--- src/rtl/addsub_pipe.sv ---
// Pipelined two's-complement adder/subtractor with optional signed saturation.
// The carry chain is cut into SEG_W-bit segments, one segment resolved per stage.
module addsub_pipe #(
    parameter int WIDTH = 16,
    parameter int SEG_W = 4
) (
    input  logic             clk,
    input  logic             rst,
    input  logic             in_valid,
    output logic             in_ready,
    input  logic [WIDTH-1:0] in_a,
    input  logic [WIDTH-1:0] in_b,
    input  logic             in_sub,
    input  logic             in_sat,
    output logic             out_valid,
    input  logic             out_ready,
    output logic [WIDTH-1:0] out_sum,
    output logic             out_cout,
    output logic             out_ovf
);
    // WIDTH must be a multiple of SEG_W.
    localparam int STAGES = WIDTH / SEG_W;

    logic             adv;
    logic [WIDTH-1:0] fin_sum;
    logic [WIDTH-1:0] sat_sum;
    logic             fin_cout;
    logic             fin_ovf;
    logic             fin_valid;
    logic             fin_sat;
    logic             a_msb;
    logic             b_msb;

    // The whole pipe moves as one: any stall at the output freezes every stage.
    assign adv      = !out_valid || out_ready;
    assign in_ready = adv;

    // Stage gi sees the operand bits not yet consumed (RW wide), the carry into
    // its segment and the low sum bits already resolved by earlier stages.
    for (genvar gi = 0; gi < STAGES; gi++) begin : stage_g
        localparam int RW = WIDTH - gi * SEG_W;
        localparam int DW = (gi + 1) * SEG_W;

        logic [RW-1:0]  a;
        logic [RW-1:0]  b;
        logic           c;
        logic           sat;
        logic           v;
        logic [SEG_W:0] seg;
        logic [DW-1:0]  s_nx;

        assign seg = {1'b0, a[SEG_W-1:0]} + {1'b0, b[SEG_W-1:0]} + {{SEG_W{1'b0}}, c};

        if (gi == 0) begin : g_in
            assign a    = in_a;
            assign b    = in_b ^ {WIDTH{in_sub}};
            assign c    = in_sub;
            assign sat  = in_sat;
            assign v    = in_valid;
            assign s_nx = seg[SEG_W-1:0];
        end else begin : g_reg
            logic [gi*SEG_W-1:0] s;

            always_ff @(posedge clk or posedge rst) begin
                if (rst) begin
                    v <= 1'b0;
                end else if (adv) begin
                    v <= stage_g[gi-1].v;
                end
            end

            // Payload needs no reset: it is only ever qualified by v.
            always_ff @(posedge clk) begin
                if (adv) begin
                    a   <= stage_g[gi-1].a[RW+SEG_W-1:SEG_W];
                    b   <= stage_g[gi-1].b[RW+SEG_W-1:SEG_W];
                    c   <= stage_g[gi-1].seg[SEG_W];
                    sat <= stage_g[gi-1].sat;
                    s   <= stage_g[gi-1].s_nx;
                end
            end

            assign s_nx = {seg[SEG_W-1:0], s};
        end
    end

    assign fin_sum   = stage_g[STAGES-1].s_nx;
    assign fin_cout  = stage_g[STAGES-1].seg[SEG_W];
    assign fin_valid = stage_g[STAGES-1].v;
    assign fin_sat   = stage_g[STAGES-1].sat;
    assign a_msb     = stage_g[STAGES-1].a[SEG_W-1];
    assign b_msb     = stage_g[STAGES-1].b[SEG_W-1];

    // b_msb is already inverted for subtraction, so one rule covers both modes.
    assign fin_ovf = (a_msb == b_msb) && (fin_sum[WIDTH-1] != a_msb);

    always_comb begin
        sat_sum = fin_sum;
        if (fin_sat && fin_ovf) begin
            sat_sum = a_msb ? {1'b1, {(WIDTH-1){1'b0}}} : {1'b0, {(WIDTH-1){1'b1}}};
        end
    end

    always_ff @(posedge clk or posedge rst) begin
        if (rst) begin
            out_valid <= 1'b0;
            out_sum   <= '0;
            out_cout  <= 1'b0;
            out_ovf   <= 1'b0;
        end else if (adv) begin
            out_valid <= fin_valid;
            out_sum   <= sat_sum;
            out_cout  <= fin_cout;
            out_ovf   <= fin_ovf;
        end
    end

endmodule

--- config.mk ---
export PLATFORM = sky130hd
export DESIGN_NAME = addsub_pipe
export DESIGN_NICKNAME = d
export VERILOG_FILES = /design/src/rtl/addsub_pipe.sv
export SDC_FILE = /design/constraint.sdc
export NUM_CORES = 1
export LEC_CHECK = 0
export CORE_MARGIN = 2
export CORE_UTILIZATION = 49
export CTS_CLUSTER_DIAMETER = 50
export CTS_CLUSTER_SIZE = 24
export DETAILED_ROUTE_END_ITERATION = 10
export PLACE_DENSITY = 0.85
export SLEW_MARGIN = 5
export SYNTH_ARGS = -nofsm -noshare
export SYNTH_HDL_FRONTEND = slang
export SYNTH_SLANG_ARGS = --single-unit
--- constraint.sdc ---
create_clock -name clk -period 3.87 [get_ports clk]
set_input_delay 0.774 -clock clk [delete_from_list [all_inputs] [get_ports clk]]
set_output_delay 0.774 -clock clk [all_outputs]
set_load 0.05 [all_outputs]
==> flow_metrics.tcl <==
set metrics [dict create \
    wirelength_um 5580 \
    syn_avg_cell_area_um2 15.2 \
    gp_congestion 0.731 \
    synth_area_leaders "edfxtp_1 58%, dfrtp_1 14%, xor2_1 3.9%" \
    clock.fmax_mhz 352 \
    ys_async_sr_fraction_pct 22.0 \
    maxCapViolCount 0 \
    setup_viol 0 \
    reg2reg_to "out_sum[3]$_DFFE_PP0P_" \
    cts_tree "done" \
    cts-hold-fix-buffers 0 \
    ff2ff_path_depth 5 \
    cp_max_fo 28 \
    peakVddDrop_v 0.000252 \
    final_core_utilization_pct 60.7 \
    outcome "completed" \
    synth_area_um2 4020 \
    p_comb_share_pct 36.7 \
    drtIter0Drc 87 \
    grt_max_degree 70 \
    grt_pass1_vias 1967 \
    ys_types 33 \
    grt_antenna_before_repair 0 \
    yosys_warnings 0 \
    start_kind "input port" \
    synth_flop_cell "edfxtp_1" \
    postCtsSetupBuffers 0 \
    synth_fp_nets 322 \
    synthTopCellsByCount "78 x edfxtp_1, 22 x dfrtp_1, 21 x nand2_1" \
    routed-via-count 2115 \
    rsz0062_at_grt "false" \
    netlist.area_leader.share_pct 58.2 \
    syn_inst 265 \
    dr.pass1.iters 4 \
    maxSlewViolCount 0 \
    skew_ns 0.0118 \
    drive_above_1_share_pct 8.06 \
    swShare_pct 36.0 \
    drt-wirelength-per-cell_um 12.7 \
    min_to "stage_g[3].b[3]$_DFFE_PP_" \
    grt_pass1_wl_um 8950 \
    synth_top_cell_by_area "edfxtp_1" \
    cts_buffer_depth 2 \
    fin_ws_ns 1.03 \
    cts_resized 0 \
    power.leakage_uw 0.00195 \
    layout.cells.non_filler 440 \
    boundaryPins 58 \
    hold_path_depth 0 \
    grt_usage_pct 13.3 \
    worstPathRequired_ns 3.10 \
    clkLatencyLatePin_ns 0.35 \
    cts.clk_slew.worst_paths_ns 0.09 \
    post-route-drc-count 0 \
    ys_seq_area_share_pct 71.9 \
    timing.rr.start "stage_g[3].a[3]$_DFFE_PP_" \
    fillers 612 \
    synth_edf_count 78 \
    numPortBuffers 57 \
    root_buffer "clkbuf_8" \
    min_period_over_period_pct 73.5 \
    overflow 0 \
    placed_cells 424 \
    initial_core_util_pct 49.7 \
    hold_violations 0 \
    pre_cts_slack_ns 1.02 \
    place_hpwl_um 4100 \
    finalNetCount 387 \
    fp.dieArea_um2 8950 \
    powerDensity_nw_per_um2 795 \
    die_y_um 94.6 \
    htree_levels 3 \
    yosysMostFrequentCell "edfxtp_1" \
    worst_pin_slew_ns 0.812 \
    max-slew-margin-rel_pct 45.8 \
    antennaDiodeCount 0 \
    whs_ns 0.410 \
    route.antenna.remaining_nets 0 \
    timing.final.crit_period_ns 2.84 \
    ys_ff_latch 100 \
    power.clock.fraction_pct 16.4 \
    critical_path_class "input port to primary output" \
    worst-r2r-setup-slack_ns 1.82 \
    critPathArrivalTime_ns 2.07 \
    setup_tns_ns 0 \
    seqPwrFrac_pct 46.9 \
    cts_buffers 9 \
    numClockSinks 100 \
    p_sw_uw 1400 \
    hold_start "stage_g[2].b[7]$_DFFE_PP_" \
    rows 33 \
    viasPerCell 4.81 \
    hold_class "flip-flop to flip-flop" \
    die_w_um 94.6 \
    p_int_uw 2500 \
    core-area_um2 8090 \
    area_growth_pct 22.0 \
    end_kind "primary output" \
]
==> worst max-delay path, stage by stage <==
cell and delay, ns:
clkdlybuf4s50_1 0.40, nor2b_1 0.18, clkinv_2 0.37, buf_4 0.34
==> power by group through the flow <==
stage / combinational [uW] / clock, uW / sequential, uW
2_1_floorplan: 692 / 0 / 2170
3_3_place_gp: 1380 / 0 / 1830
3_5_place_dp: 1450 / 0 / 1860
4_1_cts: 1450 / 656 / 1840
5_1_grt: 1570 / 699 / 1870
6_report: 1430 / 639 / 1830
==> cell families after synthesis <==
| family | after synthesis | share of synthesized area (%) |
|---|---|---|
| mux | 1 | 0.280 |
| flops | 100 | 71.9 |
| simple gates | 60 | 7.21 |
| buf+inv | 25 | 2.64 |
| xor+xnor | 24 | 5.22 |
| fa+ha+maj | 19 | 7.21 |
| compound gates | 36 | 5.53 |
==> sequential cells by signal (all words and copies together) (netlist names) <==
register / flops
fin_sat: 1
out_ovf: 1
fin_valid: 1
out_sum: 16
stage_g.c: 3
stage_g.b: 24
out_valid: 1
stage_g.g_reg.s: 24
stage_g.sat: 2
stage_g.a: 24
stage_g.v: 2
out_cout: 1
==> worst max path at each step <==
stage | cells after the start | start | end
final | 4 | out_ready | in_ready
after global routing | 4 | out_ready | in_ready
after CTS | 4 | out_ready | in_ready
after detailed placement | 4 | out_ready | in_ready
after global placement | 4 | out_ready | in_ready
after floorplan | 3 | out_ready | in_ready
==> metrics by stage <==
step	power, uW	cell area [um2]
2_1_floorplan	2860	4030
3_3_place_gp	3220	4710
3_5_place_dp	3300	4710
4_1_cts	3940	4910
5_1_grt	4140	4910
6_report	3900	4910
==> routing by layer <==
metal  routed length, um  part of all wire, %  GRT usage [%]  up-vias
met5                   0                    0              0        -
met4                 120                  2.1           5.68        0
met3                 301                  5.4           3.51       13
met2                2780                   50           22.0       60
met1                2380                   43           16.5      992
li1                    -                    -              -     1050
==> layout make-up <==
cell class | count | area [um2] | share of cell area (%)
Clock buffer | 9 | 124 | 2.52
Sequential cell | 100 | 2890 | 58.9
Clock inverter | 7 | 75.1 | 1.53
Multi-Input combinational cell | 140 | 1020 | 20.9
Timing Repair Buffer | 60 | 591 | 12.0
Inverter | 19 | 72.6 | 1.48
Tap cell | 105 | 131 | 2.68
==> cell usage in the layout, fill, tap and decap left out <==
| cell | instances |
|---|---|
| a211oi_4 | 1 |
| a21o_1 | 5 |
| a21oi_1 | 10 |
| a21oi_2 | 1 |
| a31oi_1 | 1 |
| and3_1 | 3 |
| buf_4 | 4 |
| bufinv_16 | 1 |
| clkbuf_8 | 9 |
| clkdlybuf4s50_1 | 56 |
| clkinv_1 | 1 |
| clkinv_2 | 1 |
| clkinv_4 | 2 |
| clkinvlp_4 | 2 |
| dfrtp_1 | 22 |
| edfxtp_1 | 78 |
| fa_1 | 7 |
| ha_1 | 12 |
| inv_1 | 18 |
| inv_6 | 1 |
| mux2_2 | 1 |
| nand2_1 | 21 |
| nand2_2 | 1 |
| nand2b_1 | 3 |
| nand3_1 | 7 |
| nand4_1 | 1 |
| nor2_1 | 17 |
| nor2b_1 | 4 |
| nor2b_2 | 1 |
| nor3_1 | 1 |
| nor4b_4 | 1 |
| o211ai_2 | 1 |
| o21ai_0 | 7 |
| o21ai_1 | 9 |
| o31ai_1 | 1 |
| xnor2_1 | 6 |
| xor2_1 | 18 |
Note: power is estimated with default switching activity, not from simulation.
